==> src/rtl/fpu_sequencer_pkg.sv <==
// Shared definitions for the FPU sequencer: widths, opcodes, FSM encoding and
// latency classes, plus the opcode decoder used by the latency lookup.
package fpu_sequencer_pkg;

  localparam int WORD   = 16;
  localparam int OPSIZE = 8;
  localparam int REGW   = 4;

  localparam logic [OPSIZE-1:0] OP_I2F   = 8'h20;
  localparam logic [OPSIZE-1:0] OP_II2PP = 8'h21;
  localparam logic [OPSIZE-1:0] OP_F2I   = 8'h22;
  localparam logic [OPSIZE-1:0] OP_PP2II = 8'h23;
  localparam logic [OPSIZE-1:0] OP_INVF  = 8'h24;
  localparam logic [OPSIZE-1:0] OP_INVPP = 8'h25;
  localparam logic [OPSIZE-1:0] OP_F2PP  = 8'h26;
  localparam logic [OPSIZE-1:0] OP_PP2F  = 8'h27;
  localparam logic [OPSIZE-1:0] OP_NEGF  = 8'h28;
  localparam logic [OPSIZE-1:0] OP_ADDF  = 8'h60;
  localparam logic [OPSIZE-1:0] OP_ADDPP = 8'h61;
  localparam logic [OPSIZE-1:0] OP_MULF  = 8'h62;
  localparam logic [OPSIZE-1:0] OP_MULPP = 8'h63;

  typedef enum logic [1:0] {
    ST_IDLE = 2'd0,
    ST_RUN  = 2'd1,
    ST_DONE = 2'd2
  } state_e;

  typedef enum logic [1:0] {
    CLS_CVT = 2'd0,
    CLS_ADD = 2'd1,
    CLS_MUL = 2'd2,
    CLS_INV = 2'd3
  } lat_class_e;

  typedef struct packed {
    logic       legal;
    lat_class_e cls;
  } op_info_t;

  function automatic op_info_t decode_op(input logic [OPSIZE-1:0] op);
    op_info_t info;
    info.legal = 1'b1;
    info.cls   = CLS_CVT;
    case (op)
      OP_I2F, OP_II2PP, OP_F2I, OP_PP2II,
      OP_F2PP, OP_PP2F, OP_NEGF: info.cls = CLS_CVT;
      OP_INVF, OP_INVPP:         info.cls = CLS_INV;
      OP_ADDF, OP_ADDPP:         info.cls = CLS_ADD;
      OP_MULF, OP_MULPP:         info.cls = CLS_MUL;
      default:                   info.legal = 1'b0;
    endcase
    return info;
  endfunction

endpackage

==> src/rtl/fpu_sequencer_lat_lut.sv <==
// Combinational opcode lookup: legality flag and per-class latency in cycles.
module fpu_lat_lut
  import fpu_sequencer_pkg::*;
#(
  parameter int unsigned LAT_CVT = 1,
  parameter int unsigned LAT_ADD = 2,
  parameter int unsigned LAT_MUL = 3,
  parameter int unsigned LAT_INV = 6
) (
  input  logic [OPSIZE-1:0] op,
  output logic              legal,
  output logic [3:0]        lat
);

  op_info_t info;

  always_comb begin
    info  = decode_op(op);
    legal = info.legal;
    lat   = 4'(LAT_CVT);
    case (info.cls)
      CLS_CVT: lat = 4'(LAT_CVT);
      CLS_ADD: lat = 4'(LAT_ADD);
      CLS_MUL: lat = 4'(LAT_MUL);
      CLS_INV: lat = 4'(LAT_INV);
      default: lat = 4'(LAT_CVT);
    endcase
  end

endmodule

==> src/rtl/fpu_sequencer.sv <==
// Runs one multi-cycle FPU op at a time for stage 2, holds the result until
// acked, and flags RAW hazards against the in-flight destination.
//
//  state | meaning
//  IDLE  | no op in flight, ready for a request
//  RUN   | FPU core working, counting down the op latency
//  DONE  | result held on wb_* until stage 2 acks it
module fpu_sequencer
  import fpu_sequencer_pkg::*;
#(
  parameter int unsigned LAT_CVT = 1,
  parameter int unsigned LAT_ADD = 2,
  parameter int unsigned LAT_MUL = 3,
  parameter int unsigned LAT_INV = 6
) (
  input  logic              clk,
  input  logic              reset,
  input  logic              req_valid,
  output logic              req_ready,
  input  logic [OPSIZE-1:0] req_op,
  input  logic [REGW-1:0]   req_rd,
  input  logic [WORD-1:0]   req_a,
  input  logic [WORD-1:0]   req_b,
  output logic              fpu_start,
  output logic [OPSIZE-1:0] fpu_op,
  output logic [WORD-1:0]   fpu_a,
  output logic [WORD-1:0]   fpu_b,
  input  logic [WORD-1:0]   fpu_res,
  output logic              wb_valid,
  output logic [REGW-1:0]   wb_reg,
  output logic [WORD-1:0]   wb_data,
  input  logic              wb_ack,
  input  logic [REGW-1:0]   chk_ra,
  input  logic [REGW-1:0]   chk_rb,
  output logic              hazard,
  output logic              busy,
  output logic              bad_op
);

  state_e            state_q, state_d;
  logic [3:0]        cnt_q, cnt_d;
  logic [OPSIZE-1:0] op_q, op_d;
  logic [WORD-1:0]   a_q, a_d, b_q, b_d;
  logic [REGW-1:0]   rd_q, rd_d;
  logic [REGW-1:0]   wb_reg_q, wb_reg_d;
  logic [WORD-1:0]   wb_data_q, wb_data_d;
  logic              wb_valid_q, wb_valid_d;
  logic              fpu_start_q, fpu_start_d;
  logic              bad_op_q, bad_op_d;
  logic              pending_q, pending_d;

  logic              op_legal;
  logic [3:0]        op_lat;
  logic              accept;

  fpu_lat_lut #(
    .LAT_CVT (LAT_CVT),
    .LAT_ADD (LAT_ADD),
    .LAT_MUL (LAT_MUL),
    .LAT_INV (LAT_INV)
  ) u_lat_lut (
    .op    (req_op),
    .legal (op_legal),
    .lat   (op_lat)
  );

  assign req_ready = (state_q == ST_IDLE) | ((state_q == ST_DONE) & wb_ack);
  assign accept    = req_valid & req_ready & op_legal;

  always_comb begin
    state_d     = state_q;
    cnt_d       = cnt_q;
    op_d        = op_q;
    a_d         = a_q;
    b_d         = b_q;
    rd_d        = rd_q;
    wb_reg_d    = wb_reg_q;
    wb_data_d   = wb_data_q;
    wb_valid_d  = wb_valid_q;
    pending_d   = pending_q;
    fpu_start_d = 1'b0;
    bad_op_d    = req_valid & req_ready & ~op_legal;

    case (state_q)
      ST_RUN: begin
        if (cnt_q == 4'd0) begin
          wb_data_d  = fpu_res;
          wb_reg_d   = rd_q;
          wb_valid_d = 1'b1;
          state_d    = ST_DONE;
        end else begin
          cnt_d = cnt_q - 4'd1;
        end
      end
      ST_DONE: begin
        if (wb_ack) begin
          wb_valid_d = 1'b0;
          pending_d  = 1'b0;
          state_d    = ST_IDLE;
        end
      end
      default: state_d = ST_IDLE;
    endcase

    // A new accept overrides the DONE->IDLE return for back-to-back ops.
    if (accept) begin
      state_d     = ST_RUN;
      op_d        = req_op;
      a_d         = req_a;
      b_d         = req_b;
      rd_d        = req_rd;
      cnt_d       = op_lat - 4'd1;
      fpu_start_d = 1'b1;
      pending_d   = 1'b1;
    end
  end

  always_ff @(posedge clk or negedge reset) begin
    if (!reset) begin
      state_q     <= ST_IDLE;
      cnt_q       <= 4'd0;
      op_q        <= '0;
      a_q         <= '0;
      b_q         <= '0;
      rd_q        <= '0;
      wb_reg_q    <= '0;
      wb_data_q   <= '0;
      wb_valid_q  <= 1'b0;
      fpu_start_q <= 1'b0;
      bad_op_q    <= 1'b0;
      pending_q   <= 1'b0;
    end else begin
      state_q     <= state_d;
      cnt_q       <= cnt_d;
      op_q        <= op_d;
      a_q         <= a_d;
      b_q         <= b_d;
      rd_q        <= rd_d;
      wb_reg_q    <= wb_reg_d;
      wb_data_q   <= wb_data_d;
      wb_valid_q  <= wb_valid_d;
      fpu_start_q <= fpu_start_d;
      bad_op_q    <= bad_op_d;
      pending_q   <= pending_d;
    end
  end

  assign fpu_start = fpu_start_q;
  assign fpu_op    = op_q;
  assign fpu_a     = a_q;
  assign fpu_b     = b_q;
  assign wb_valid  = wb_valid_q;
  assign wb_reg    = wb_reg_q;
  assign wb_data   = wb_data_q;
  assign bad_op    = bad_op_q;
  assign busy      = (state_q != ST_IDLE);
  assign hazard    = pending_q & ((chk_ra == rd_q) | (chk_rb == rd_q));

endmodule

==> config.mk <==
export PLATFORM = sky130hd
export DESIGN_NAME = fpu_sequencer
export DESIGN_NICKNAME = d
export VERILOG_FILES = /design/src/rtl/fpu_sequencer_pkg.sv /design/src/rtl/fpu_sequencer_lat_lut.sv /design/src/rtl/fpu_sequencer.sv
export SDC_FILE = /design/constraint.sdc
export NUM_CORES = 1
export LEC_CHECK = 0
export CAP_MARGIN = 15
export CORE_MARGIN = 1
export CORE_UTILIZATION = 42
export CTS_CLUSTER_SIZE = 14
export DETAILED_ROUTE_END_ITERATION = 10
export PLACE_DENSITY = 0.86
export SYNTH_ARGS = -nofsm -noshare
export SYNTH_HDL_FRONTEND = slang
export SYNTH_SLANG_ARGS = --single-unit
==> constraint.sdc <==
create_clock -name clk -period 2.79 [get_ports clk]
set_input_delay 0.558 -clock clk [delete_from_list [all_inputs] [get_ports clk]]
set_output_delay 0.558 -clock clk [all_outputs]
set_load 0.02 [all_outputs]
Word level (Yosys, flattened, before mapping)

Cells that the tools add are included.

Flip-flop bits (word level): 74
Bits in latches: 0
Bits in writable memories: 0
ROM bits: 0
Output and inout bits: 66
Word-level logic and storage cells: 80
Memories kept: 0

$add $sub $neg: 2
Multiply operators: 0
Div/mod/pow operators: 0
$lt $le $gt $ge: 0
Eq/ne operators: 25
Shifts and indexed selects: 0
Mux-type cells: 16
Bitwise logic cells: 8
Reductions and logical operators: 17

Operators by type and width:

| kind                  | count |
|---|---|
| $eq A8 B6 Y1 const B  | 9 |
| $eq A8 B7 Y1 const B  | 4 |
| $pmux W4 S4           | 1 |
| $reduce_or A13 Y1     | 1 |
| $mux W4               | 3 |
| $reduce_bool A2 Y1    | 5 |
| $eq A4 B4 Y1          | 2 |
| $reduce_and A2 Y1     | 4 |
| $sub A4 B1 Y4 const B | 2 |
| $eq A2 B2 Y1 const B  | 3 |
| $mux W1               | 6 |
| $mux W2               | 3 |
| $ne A2 B2 Y1 const B  | 3 |
| $ne A3 B3 Y1 const B  | 2 |
| $pmux W2 S3           | 1 |
| $reduce_or A2 Y1      | 3 |
| $and A1 B1 Y1         | 5 |
| $eq A2 B1 Y1 const B  | 2 |
| $logic_not A2 Y1      | 2 |
| $logic_not A4 Y1      | 1 |
| $pmux W2 S2           | 1 |
| $reduce_and A3 Y1     | 1 |
| $or A1 B1 Y1          | 2 |
| $pmux W1 S2           | 1 |
| $not A1 Y1            | 1 |

Longest topological paths before layout

Depth after elaboration: 7
Mapped depth: 9

Modules after synthesis

Synthesis repeated with hierarchy kept, for this count alone.

Cells, all modules: 206
Area, all modules: 3141.8 µm²

By module, submodules not included:

| module        | instances | cells each | area each (µm²) | seq. area each (µm²) |
|---|---|---|---|---|
| fpu_sequencer | 1         | 193        | 3052.9          | 1851.8 |
| fpu_lat_lut   | 1         | 13         | 88.8            | 0.0 |

Worst setup path before layout

OpenSTA, ideal clock, no wires.

Kind: input -> register
Start point: in req_op[3]
End point: reg cnt_q[2]
Setup time: 0.122 ns
Data arrival time: 2.018 ns
Data required time: 2.668 ns
Slack: 0.649 ns
Stages: 7
Cells stage by stage: or4b_1 > or3_1 > mux2i_1 > ha_1 > nand3_1 > o21ai_0 > o2bb2ai_1

Longest elaborated chain between the ends: 7
Elaborated cells between the ends (all ways): 30
Classes of those cells: 1 x add/sub; 17 x eq/ne; 4 x mux; 1 x bitwise; 7 x reduce/logical

RTL lines:

| element                                             | line                        | source |
|---|---|---|
| from (decl)                                         | fpu_sequencer.sv:20         | `input logic [OPSIZE-1:0] req_op,` |
| $eq A8 B7 Y1 / $eq A8 B6 Y1 (equally long branches) | fpu_sequencer_pkg.sv:45     | `case (op)` |
| $reduce_or A2 Y1                                    | fpu_sequencer_pkg.sv:45     |  |
| $pmux W2 S3                                         | fpu_sequencer_pkg.sv:45     |  |
| $eq A2 B2 Y1, or another cell as far along          | fpu_sequencer_lat_lut.sv:21 | `case (info.cls)` |
| $pmux W4 S4                                         | fpu_sequencer_lat_lut.sv:21 |  |
| $sub A4 B1 Y4                                       | fpu_sequencer.sv:112        | `cnt_d = op_lat - 4'd1;` |
| $mux W4                                             | fpu_sequencer.sv:106        | `if (accept) begin` |
| to (signal assigned)                                | fpu_sequencer.sv:134        | `cnt_q <= cnt_d;` |
| to (decl)                                           | fpu_sequencer.sv:41         | `logic [3:0] cnt_q, cnt_d;` |

Several ways; a longest one is shown, not always the timed one. The select of a mux whose other input is x is not followed.
A chain may end at the register's enable or synchronous reset.

Worst setup path in the final report

Start point: in wb_ack
End point: out req_ready

Longest elaborated chain between the ends: 2

RTL lines:

| element       | line                | source |
|---|---|---|
| from (decl)   | fpu_sequencer.sv:32 | `input logic wb_ack,` |
| $and A1 B1 Y1 | fpu_sequencer.sv:67 | `assign req_ready = (state_q == ST_IDLE) \| ((state_q == ST_DONE) & wb_ack);` |
| $or A1 B1 Y1  | fpu_sequencer.sv:67 |  |
| to (decl)     | fpu_sequencer.sv:19 | `output logic req_ready,` |

Every way passes these cells.

==> run_results.csv <==
group,metric,value,unit
placement,place_area,0.00465,mm2
logic_synthesis,synth_area,0.00323,mm2
pwr,p_leak,2.12,nW
critical_path,slowest_stage,"clkdlybuf4s50_1",
layout,fin_util,0.669,
placement,dp_slack,0.0455,ns
flow_run,drv_cap,0,
sta,tns,0,ns
layout,nets,417,
routing,final_antenna_net_count,0,
global_routing,grt_pass1_vias,2385,
critical_path,critPathLaunch,"wb_ack",
sta,skew,0.00748,ns
placement,gp_congestion,0.735,
layout,nFillCells,542,
routing,drt-met1-wl,2.93,mm
routing,routed-wl-met2,3.85,mm
logic_synthesis,async_flop_share,1.00,
critical_path,startpoint_type,"input port",
critical_path,reg2reg_to,"wb_data[13]",
logic_synthesis,synth-seq-cells,74,
logic_synthesis,ys_warn_count,0,
layout,ff_latch_area,0.00185,mm2
sta,drv_slew,0,
critical_path,crit_required,2.23,ns
layout,instances_no_fill,448,
critical_path,crit_chain,"clkdlybuf4s50_1 > nor2b_4 > nor2_1 > clkdlybuf4s50_1",
critical_path,critPathCaptureType,"primary output",
clock_tree,cts_buffer_depth,2,
hold_path,min_path_type,"in2async",
logic_synthesis,syn_nets,274,
sta,setup_slack,0.353,ns
layout,multi_input_area,0.00127,mm2
sta,hold_viol,0,
clock_tree,clockRootBuffer,"clkbuf_8",
critical_path,max_stage_delay,0.61,ns
floorplan,die-height,89.7,um
floorplan,die_w,89.7,um
routing,drt_iter0_markers,70,
global_routing,grt_max_degree,75,
placement,io_buffers,137,
critical_path,path_max_fanout,3,
critical_path,endpoint,"req_ready",
global_routing,antenna_found_initial,0,
pwr,power,5.08,mW
floorplan,coreArea,0.00733,mm2
sta,whs,0.331,ns
sta,fin_crit_sh,0.874,
routing,routed_wl,7.27,mm
critical_path,worst_path_most_repeated_cell,"clkdlybuf4s50_1",
routing,topRoutingLayerUsed,"met4",
placement,dp.cells,432,
logic_synthesis,synth_ff_type,"dfrtp_1",
clock_tree,cts_tree,"built",
critical_path,r2r-start,"cnt_q[0]",
critical_path,r2r_slack,0.69,ns
pwr,power_density,1040,mW/mm2
logic_synthesis,synthesis.instances,201,
global_routing,grt_pass1_wl,12.3,mm
layout,post-route-cell-area,0.00490,mm2
sta,tightestPinTransition,0.957,ns
routing,post_drt_wl_per_cell,16.2,um
global_routing,track_usage,0.195,
clock_tree,cts.reportedPaths.clkPinSlew,0.07,ns
clock_tree,clock-sinks,74,
routing,drc_errors,0,
floorplan,ios,138,
floorplan,start_util,0.441,
critical_path,crit_type,"in2out",
sta,timing.fmax,410,MHz
status,status,"finished clean",
floorplan,rows,31,
clock_tree,clock_latency,0.34,ns
critical_path,crit_arrival,1.88,ns
sta,fin_crit,2.44,ns
layout,layout-drive-gt1-share,0.249,
global_routing,grt_overflow_total,0,
placement,place_hpwl,5.17,mm
routing,drt_pass1_iterations,4,
sta,maxSlewHeadroom,0.360,
sta,grt_setup_unrepaired,"no",
logic_synthesis,yosysSeqAreaShare,0.573,
layout,diodes,0,
layout,syn_to_final_growth,51.8,%
clock_tree,cts_buffers,9,
clock_tree,post_cts_buffers,0,
critical_path,reg2reg_depth,3,
sta,setup_violations,0,
pwr,peakVddDrop,0.463,mV
routing,met3_length,397,um
logic_synthesis,postSynthAreaPerCell,16.1,um2
floorplan,dieArea,0.00805,mm2
routing,vias,2179,
logic_synthesis,synth_edf_count,0,
routing,routed_via_density,4.86,
logic_synthesis,ys_types,40,
clock_tree,htree_levels,3,
## per-layer routing
layer	up-vias	track usage
li1	992	-
met3	9	0.0516
met1	1098	0.232
met4	0	0.0656
met5	-	0
met2	80	0.341
## synth_stat cells, types with 2 or more instances
| library cell | number | area share |
|---|---|---|
| xnor2_1 | 9 | 0.024 |
| nand4_1 | 2 | 0.0039 |
| and2b_1 | 2 | 0.0046 |
| nand2_1 | 4 | 0.0046 |
| o21ai_0 | 2 | 0.0031 |
| dfrtp_1 | 74 | 0.57 |
| mux2_4 | 39 | 0.18 |
| nand2b_1 | 2 | 0.0039 |
| nor2b_1 | 2 | 0.0039 |
| mux2i_1 | 3 | 0.0093 |
| o2bb2ai_1 | 2 | 0.0054 |
| buf_12 | 4 | 0.025 |
| buf_2 | 2 | 0.0031 |
| a21oi_1 | 4 | 0.0062 |
| nor2_1 | 4 | 0.0046 |
| mux2_2 | 22 | 0.077 |
## what timing repair did
item	CTS	global route
gates resized for setup	0	1
hold buffers	0	0
setup endpoints to repair	0	1
## report_power, final
group          leakage [nW]  internal, mW  total, mW  switching (mW)
clock network         0.129         0.640       1.02           0.380
registers             0.916          1.51       1.81           0.296
logic                  1.07          1.29       2.25           0.956
## critical path: cells and delay by family
| family | cells | cell delay, ns |
|---|---|---|
| AND/OR/NAND/NOR | 2 | 0.16 |
| buffers and inverters | 2 | 1.16 |
## layout make-up
cell class                 instances  area share
tap                               99      0.0253
multi-input combinational        119       0.260
clock buffer                      11      0.0309
timing repair buffer             139       0.285
inverter                           1    0.000765
clock inverter                     5      0.0204
sequential                        74       0.378
## cell usage in the layout (no fill, tap or decap), types with 2 or more instances in the layout
| cell type | synthesis | layout |
|---|---|---|
| a21oi_1 | 4 | 4 |
| and2b_1 | 2 | 2 |
| buf_4 | 0 | 2 |
| bufinv_16 | 0 | 3 |
| clkbuf_8 | 0 | 11 |
| clkdlybuf4s50_1 | 0 | 135 |
| clkinv_2 | 0 | 2 |
| dfrtp_1 | 74 | 74 |
| mux2_2 | 22 | 22 |
| mux2_4 | 39 | 39 |
| mux2i_1 | 3 | 3 |
| nand2_1 | 4 | 4 |
| nand2b_1 | 2 | 2 |
| nand4_1 | 2 | 2 |
| nor2_1 | 4 | 4 |
| nor2b_1 | 2 | 2 |
| o21ai_0 | 2 | 2 |
| o2bb2ai_1 | 2 | 2 |
| xnor2_1 | 9 | 9 |
## how the worst min path moves through the flow
stage               depth (start not counted)       from          to  slack, ns
global placement                            1  fpu_op[5]   fpu_op[5]       0.45
detailed placement                          1  fpu_op[5]   fpu_op[5]       0.46
CTS                                         1      reset  wb_data[6]       0.39
finish                                      1      reset    fpu_a[9]       0.33
global route                                1      reset  wb_data[6]       0.42
floorplan                                   0      reset      bad_op       0.26
## cells by family after synthesis
group                    Yosys count  share of synthesized area
flip-flops                        74                      0.573
buffers and inverters              8                     0.0325
adder cells (fa/ha/maj)            1                    0.00387
AO/OA/AOI/OAI                     13                     0.0267
multiplexers                      64                      0.267
AND/OR/NAND/NOR                   31                     0.0697
XOR/XNOR                          10                     0.0271
No activity file was read; power rests on OpenSTA's default activity.
